==> config.mk <==
export PLATFORM = sky130hd
export DESIGN_NAME = irq_exc_ctrl_flat
export DESIGN_NICKNAME = d
export VERILOG_FILES = /design/src/rtl/irq_exc_ctrl_if.sv /design/src/rtl/irq_exc_ctrl.sv /design/src/flat_wrapper.sv
export SDC_FILE = /design/constraint.sdc
export NUM_CORES = 1
export LEC_CHECK = 0
export CORE_AREA = 2 2 66 68
export DETAILED_ROUTE_END_ITERATION = 7
export DIE_AREA = 0 0 68 70
export DONT_BUFFER_PORTS = 1
export SLEW_MARGIN = 20
export SYNTH_ARGS = -nofsm -noshare
export SYNTH_HDL_FRONTEND = slang
export SYNTH_SLANG_ARGS = --single-unit
==> constraint.sdc <==
create_clock -name clk -period 3.1 [get_ports clk]
set_input_delay 0.62 -clock clk [delete_from_list [all_inputs] [get_ports clk]]
set_output_delay 0.62 -clock clk [all_outputs]
set_load 0.005 [all_outputs]
==> src/rtl/irq_exc_ctrl_if.sv <==
// Core-side bundle for irq_exc_ctrl: interrupt lines, mask access, trap
// redirect and status. master = core, slave = controller.
interface irq_exc_ctrl_if #(
  parameter int unsigned NUM_IRQ = 4
);
  logic [NUM_IRQ-1:0] iIrq;
  logic [NUM_IRQ-1:0] iIrqAck;
  logic               iMaskWe;
  logic [NUM_IRQ-1:0] iMaskData;
  logic [31:0]        iPC;
  logic               iUndefInst;
  logic               iEret;
  logic               iStall;
  logic               oTakeTrap;
  logic [31:0]        oTrapVector;
  logic [31:0]        oEpc;
  logic [4:0]         oCause;
  logic [NUM_IRQ-1:0] oPending;
  logic [NUM_IRQ-1:0] oMask;
  logic               oKernelMode;
  logic               oFatal;

  modport master (
    output iIrq, iIrqAck, iMaskWe, iMaskData, iPC, iUndefInst, iEret, iStall,
    input  oTakeTrap, oTrapVector, oEpc, oCause, oPending, oMask, oKernelMode, oFatal
  );

  modport slave (
    input  iIrq, iIrqAck, iMaskWe, iMaskData, iPC, iUndefInst, iEret, iStall,
    output oTakeTrap, oTrapVector, oEpc, oCause, oPending, oMask, oKernelMode, oFatal
  );
endinterface

==> src/rtl/irq_exc_ctrl.sv <==
// Interrupt/exception controller: edge-latched pending bits, mask, priority,
// user/kernel FSM and one-cycle trap redirect. Optional macro IRQ_SYNC_EN.
module irq_exc_ctrl #(
  parameter int unsigned        NUM_IRQ    = 4,
  parameter logic [31:0]        IRQ_VECTOR = 32'h80000004,
  parameter logic [31:0]        EXC_VECTOR = 32'h80000008,
  parameter logic [NUM_IRQ-1:0] MASK_RESET = '1
) (
  input logic           clk,
  input logic           reset,
  irq_exc_ctrl_if.slave bus
);

  typedef enum logic {S_USER, S_KERNEL} state_e;

  state_e             state_q, state_d;
  logic [NUM_IRQ-1:0] hist_q, hist_d;
  logic [NUM_IRQ-1:0] pending_q, pending_d;
  logic [NUM_IRQ-1:0] mask_q, mask_d;
  logic [4:0]         cause_q, cause_d;
  logic               fatal_q, fatal_d;
  logic               eret_block_q, eret_block_d;

  logic [NUM_IRQ-1:0] irq_in;
  logic [NUM_IRQ-1:0] irq_rise;
  logic [NUM_IRQ-1:0] irq_active;
  logic [3:0]         irq_idx;
  logic               req_irq;
  logic               req_exc;
  logic               take_trap;

`ifdef IRQ_SYNC_EN
  logic [NUM_IRQ-1:0] sync1_q, sync1_d;
  logic [NUM_IRQ-1:0] sync2_q, sync2_d;

  always_comb begin
    sync1_d = bus.iIrq;
    sync2_d = sync1_q;
  end

  always_ff @(posedge clk) begin
    if (reset) begin
      sync1_q <= '0;
      sync2_q <= '0;
    end else begin
      sync1_q <= sync1_d;
      sync2_q <= sync2_d;
    end
  end

  assign irq_in = sync2_q;
`else
  assign irq_in = bus.iIrq;
`endif

  always_comb begin
    irq_rise   = irq_in & ~hist_q;
    irq_active = pending_q & mask_q;
    req_irq    = |irq_active;
    req_exc    = bus.iUndefInst;

    irq_idx = '0;
    for (int i = NUM_IRQ - 1; i >= 0; i--) begin
      if (irq_active[i]) irq_idx = 4'(i);
    end

    // The cycle right after eret belongs to the returning user instruction.
    take_trap = ~reset & (state_q == S_USER) & ~eret_block_q & ~bus.iStall
              & (req_exc | req_irq);

    hist_d       = irq_in;
    pending_d    = (pending_q & ~bus.iIrqAck) | irq_rise;
    mask_d       = bus.iMaskWe ? bus.iMaskData : mask_q;
    state_d      = state_q;
    cause_d      = cause_q;
    fatal_d      = fatal_q;
    eret_block_d = 1'b0;

    case (state_q)
      S_USER: begin
        if (take_trap) begin
          state_d = S_KERNEL;
          cause_d = req_exc ? 5'b10000 : {1'b0, irq_idx};
        end
      end
      S_KERNEL: begin
        if (bus.iEret) begin
          state_d      = S_USER;
          eret_block_d = 1'b1;
        end
        if (req_exc) fatal_d = 1'b1;
      end
      default: state_d = S_USER;
    endcase
  end

  always_ff @(posedge clk) begin
    if (reset) begin
      state_q      <= S_USER;
      hist_q       <= '0;
      pending_q    <= '0;
      mask_q       <= MASK_RESET;
      cause_q      <= '0;
      fatal_q      <= 1'b0;
      eret_block_q <= 1'b0;
    end else begin
      state_q      <= state_d;
      hist_q       <= hist_d;
      pending_q    <= pending_d;
      mask_q       <= mask_d;
      cause_q      <= cause_d;
      fatal_q      <= fatal_d;
      eret_block_q <= eret_block_d;
    end
  end

  // Exceptions skip the faulting instruction; interrupts replay the squashed one.
  assign bus.oTakeTrap   = take_trap;
  assign bus.oTrapVector = take_trap ? (req_exc ? EXC_VECTOR : IRQ_VECTOR) : '0;
  assign bus.oEpc        = take_trap ? (req_exc ? bus.iPC + 32'd4 : bus.iPC) : '0;
  assign bus.oCause      = cause_q;
  assign bus.oPending    = pending_q;
  assign bus.oMask       = mask_q;
  assign bus.oKernelMode = (state_q == S_KERNEL);
  assign bus.oFatal      = fatal_q;

endmodule

==> src/flat_wrapper.sv <==
// flat-port wrapper written by rule: the top's interface ports become plain ports
module irq_exc_ctrl_flat 
#(
  parameter int unsigned        NUM_IRQ    = 4,
  parameter logic [31:0]        IRQ_VECTOR = 32'h80000004,
  parameter logic [31:0]        EXC_VECTOR = 32'h80000008,
  parameter logic [NUM_IRQ-1:0] MASK_RESET = '1
)
  (clk, reset, bus_iIrq, bus_iIrqAck, bus_iMaskWe, bus_iMaskData, bus_iPC, bus_iUndefInst, bus_iEret, bus_iStall, bus_oTakeTrap, bus_oTrapVector, bus_oEpc, bus_oCause, bus_oPending, bus_oMask, bus_oKernelMode, bus_oFatal);
  irq_exc_ctrl_if #(.NUM_IRQ(NUM_IRQ)) bus_i ();
  input logic clk;
  input logic reset;
  input wire logic [$bits(bus_i.iIrq)-1:0] bus_iIrq;
  input wire logic [$bits(bus_i.iIrqAck)-1:0] bus_iIrqAck;
  input wire logic [$bits(bus_i.iMaskWe)-1:0] bus_iMaskWe;
  input wire logic [$bits(bus_i.iMaskData)-1:0] bus_iMaskData;
  input wire logic [$bits(bus_i.iPC)-1:0] bus_iPC;
  input wire logic [$bits(bus_i.iUndefInst)-1:0] bus_iUndefInst;
  input wire logic [$bits(bus_i.iEret)-1:0] bus_iEret;
  input wire logic [$bits(bus_i.iStall)-1:0] bus_iStall;
  output wire logic [$bits(bus_i.oTakeTrap)-1:0] bus_oTakeTrap;
  output wire logic [$bits(bus_i.oTrapVector)-1:0] bus_oTrapVector;
  output wire logic [$bits(bus_i.oEpc)-1:0] bus_oEpc;
  output wire logic [$bits(bus_i.oCause)-1:0] bus_oCause;
  output wire logic [$bits(bus_i.oPending)-1:0] bus_oPending;
  output wire logic [$bits(bus_i.oMask)-1:0] bus_oMask;
  output wire logic [$bits(bus_i.oKernelMode)-1:0] bus_oKernelMode;
  output wire logic [$bits(bus_i.oFatal)-1:0] bus_oFatal;
  assign bus_i.iIrq = bus_iIrq;
  assign bus_i.iIrqAck = bus_iIrqAck;
  assign bus_i.iMaskWe = bus_iMaskWe;
  assign bus_i.iMaskData = bus_iMaskData;
  assign bus_i.iPC = bus_iPC;
  assign bus_i.iUndefInst = bus_iUndefInst;
  assign bus_i.iEret = bus_iEret;
  assign bus_i.iStall = bus_iStall;
  assign bus_oTakeTrap = bus_i.oTakeTrap;
  assign bus_oTrapVector = bus_i.oTrapVector;
  assign bus_oEpc = bus_i.oEpc;
  assign bus_oCause = bus_i.oCause;
  assign bus_oPending = bus_i.oPending;
  assign bus_oMask = bus_i.oMask;
  assign bus_oKernelMode = bus_i.oKernelMode;
  assign bus_oFatal = bus_i.oFatal;
  irq_exc_ctrl #(.NUM_IRQ(NUM_IRQ), .IRQ_VECTOR(IRQ_VECTOR), .EXC_VECTOR(EXC_VECTOR), .MASK_RESET(MASK_RESET)) u_core (.clk(clk), .reset(reset), .bus(bus_i));
endmodule
# After elaboration in Yosys (flattened, before gate mapping)
# Index checks and enable logic that the tools add are counted.
# totals
regBits	20
inputBits	50
wordCells	40
out_inout_bits	80
# op_classes
bitwise_logic	15
add_sub_neg	1
reduce_logical	4
mux	13
# op_table
operator	count
two-way mux 32 bit	3
adder 32 x 3 -> 32 bit (second input constant)	1
two-way mux 4 bit	4
bitwise AND 4 bit	3
NOT 4 bit	2
two-way mux 5 bit	1
bitwise AND 1 bit	4
NOT 1 bit	4
bitwise OR 4 bit	1
AND reduction 2 bit	2
OR reduction 4 bit	1
two-way mux 1 bit	3
two-way mux 2 bit	1
one-hot mux 1 bit (2 select lines)	1
OR reduction 2 bit	1
bitwise OR 1 bit	1

# Longest topological paths before layout
# logic_depth
ltp_word	7
depth_mapped	7
depth_no_buf	5

# Least setup slack after synthesis
# Ideal clock, no wire load.
# synth_timing
path_type	input port to output port
startpoint	in bus_iPC[2]
endpoint	out bus_oEpc[20]
path_buffers	1
arrival_time_ns	2.207
path_slack_ns	0.273
t_required_ns	2.480
stages	6
cell_sequence	ha_1 -> nand2_4 -> or4_4 -> buf_6 -> or4_1 -> a21oi_1
# synth_via
elab_chain_cells	3
# synth_lines
item	line	source
start, declared	flat_wrapper.sv:17	input wire logic [$bits(bus_i.iPC)-1:0] bus_iPC;
adder 32 x 3 -> 32 bit	irq_exc_ctrl.sv:120	assign bus.oEpc = take_trap ? (req_exc ? bus.iPC + 32'd4 : bus.iPC) : '0;
two-way mux 32 bit (2 in series)	irq_exc_ctrl.sv:120	
end, declared	flat_wrapper.sv:23	output wire logic [$bits(bus_i.oEpc)-1:0] bus_oEpc;
# Every way passes these cells.

# Worst setup path in the final report
# layout_timing
startpoint	in bus_iPC[2]
endpoint	out bus_oEpc[22]
# The elaborated chain is that of the path after synthesis.

==> impl_results.md <==
* Status: completed
* Crit path capture: bus_oEpc[22]
* Reg2reg path depth at 4
* # rows at 24
* Routed wire length at 4215 um
* Crit-path leading delay family: simple AND/OR/NAND/NOR gates
* Sequential cell area fraction in the yosys report at 0.2037
* Crit end category: primary output
* Stages on worst setup path at 5
* Syn avg cell area at 7.192 um^2
* IO buf count at 0
* Mapped cell area at 1769 um^2
* GRT Total Usage at 0.1630
* Max Fclk at 0.3466 GHz
* Antenna fix cells at 0
* Clock skew at 0.0008037 ns
* Worst-path clk slew at 0.06 ns
* Routed vias/inst at 5.544
* Most numerous cell in the Yosys netlist: buf_4
* Vias in the first global route at 1,372
* CP Buf/Inv Count at 0
* Vias at 1,630
* I/O pin total at 130
* Primary FF master, synth: dfxtp_1
* Critical Path Slowest Stage Cell: or4_4
* Arrival @ worst endpoint at 2.27 ns
* CTS resizes at 0
* Global-route wire length before repair at 6182 um
* Critical-path maximum fanout at 12
* DR WL/cell at 14.34 um
* Routed met3 length at 527 um
* Reg2reg end: u_core.bus.oKernelMode
* Max VDD drop at 0.2693 mV
* Routability cong. at 0.7555
* Post-CTS Hold Fix Bufs at 0
* CTS H-tree lvls at 1
* Layout cells sized above 1 at 0.07025
* Mapped Cells at 246
* Hold Vio Cnt, Final at 0
* Pins Over Slew Limit at 0
* Num CTS Buffers at 3
* Leakage power at 0.6338 nW
* Top Metal Used: met4
* Synth async-reset ratio at 0
* Setup bufs post-CTS at 0
* CP max stage delay at 0.59 ns
* Layout area overhead at -1.556%
* CTS tree: yes
* Min cycle time layout at 2.886 ns
* Violation count after the first detailed-route iteration at 89
* CTS Buffer Depth at 2
* R2r startpoint: u_core.bus.oKernelMode
* CP Cell Sequence: ha_1 > nand2_4 > or4_4 > or4_1 > a21oi_1
* Initial antenna violation count at 0
* Crit path launch type: input port
* Pwr dens at 316.5 nW/um^2
* MaxCap Viol Count at 0
* NumNets Final at 294
* Post-synth top area cell: dfxtp_1
* Die height at 70 um
* Critical path required time at 2.48 ns
* Top cell type's share of synthesized area at 0.2037
* Overflow after GRT at 0
* Antenna-violating nets left at 0
* DRC viols at 0
* Fillers at 444
* Root Driver: clkbuf_8
* Die area at 4760 um^2
* DR WL met2 at 2016 um
* Crit path kind: in -> out
* Setup_tns at 0 ns
* Final period utilization at 0.9308
* Setup slack, reg-to-reg at 1.31 ns
* Largest net degree at the start of global routing at 19
* Crit path from: bus_iPC[2]
* Top cells by area, synth: dfxtp_1 20%, buf_4 14%, a21oi_1 7.4%, or4_1 5.5%, nor2_1 4.5%
* Detailed Routing Iterations Pass 1 at 4
* Total power at 551.3 uW
* Worst hold path class: in -> reg
* Core Area at 4144 um^2
* Synth Warn # at 0
* M1 wire length at 1610 um
* DIE WIDTH at 68 um
* Synthesized flop and latch total at 18
* CTS sink cnt at 18
* Count of different cell masters after synthesis at 39
* Unrepaired setup endpoints after global routing: no
* EDFF count, synth at 0
* Hpwl dp at 3295 um
* Clk Latency, worst-skew pair at 0.26 ns
* Initial Util at 0.4269
* Top cells by count, synth: 33 x buf_4, 26 x a21oi_1, 21 x nor2_1
* Final setup vio count at 0
-- worst min-delay path by stage --
stage | cells past startpoint | slack, ns | endpoint | from
global placement | 2 | 0.46 | u_core.bus.oPending[3] | u_core.hist_q[3]
detailed placement | 2 | 0.47 | u_core.bus.oPending[3] | u_core.hist_q[3]
CTS | 1 | 0.42 | u_core.bus.oPending[3] | reset
floorplan | 2 | 0.46 | u_core.bus.oFatal | u_core.bus.oFatal
global route | 1 | 0.42 | u_core.hist_q[1] | reset
finish | 1 | 0.42 | u_core.bus.oPending[2] | reset
-- logic make-up after synthesis --
kind of cell / share of synthesized area
XOR/XNOR: 0.05941
other: 0.002120
AO/OA/AOI/OAI: 0.1719
multiplexers: 0.005658
adder cells (fa/ha/maj): 0.007071
flip-flops: 0.2037
buffers and inverters: 0.1959
AND/OR/NAND/NOR: 0.3543
-- through the flow --
step / instance area [um^2] / hold WS [ns] / worst slack (ns) / instances / utilization
finish: 1742 / 0.4233 / 0.2144 / 294 / 0.4203
detailed placement: 1687 / 0.4719 / 0.2069 / 290 / 0.4070
floorplan: 1882 / 0.4604 / 0.2728 / 276 / -
global route: 1742 / 0.4150 / 0.1316 / 294 / 0.4203
CTS: 1742 / 0.4202 / 0.2065 / 294 / 0.4203
global placement: 1687 / 0.4613 / 0.2360 / 290 / 0.4070
-- worst register-to-register path, delay by kind of cell (launching register included) --
kind            cells  cell delay [ns]
flops               1             0.35
buf+inv             1             0.25
compound gates      2             0.48
simple gates        1             0.63
-- sequential cells by signal, indices dropped and copies added (netlist names) --
register,count
u_core.hist_q,4
u_core.eret_block_q,1
u_core.bus.oMask,4
u_core.bus.oFatal,1
u_core.bus.oKernelMode,1
u_core.bus.oCause,3
u_core.bus.oPending,4
-- area by class of cell --
cell class	count	area (um^2)	area share
clock buffers	4	55.05	0.03161
inverters	11	41.29	0.02371
repair buffers	6	45.04	0.02586
flip-flops and latches	18	360.3	0.2069
well taps	52	65.06	0.03736
multi-input cells	203	1175	0.6746
-- where the power goes --
group          internal, mW  total [mW]  switching (mW)  leakage [nW]
Clock                 0.113       0.190          0.0772        0.0288
Sequential            0.246       0.259          0.0132         0.149
Combinational        0.0411       0.102          0.0610         0.456
-- layer usage --
| metal | track usage | vias up |
|---|---|---|
| met5 | 0 | - |
| met4 | 0.05111 | 0 |
| met3 | 0.05475 | 7 |
| met2 | 0.2675 | 80 |
| met1 | 0.1966 | 735 |
| li1 | - | 808 |
-- cells in the final DEF (no fill, tap or decap), types with 2 or more instances in the layout --
master / n
and2_1: 2
buf_4: 6
nor4_1: 5
conb_1: 31
nand2b_1: 9
nand3_1: 11
a211o_1: 4
nor2_1: 21
xor2_1: 4
o31ai_1: 10
o21ai_0: 6
a21oi_1: 26
or3_1: 6
nand2_1: 11
nand4_1: 7
xnor2_1: 8
or4_1: 13
dfxtp_1: 18
nor3_1: 6
clkbuf_8: 4
inv_1: 11
nor2b_1: 8
Power figures use the tool's default switching activity.
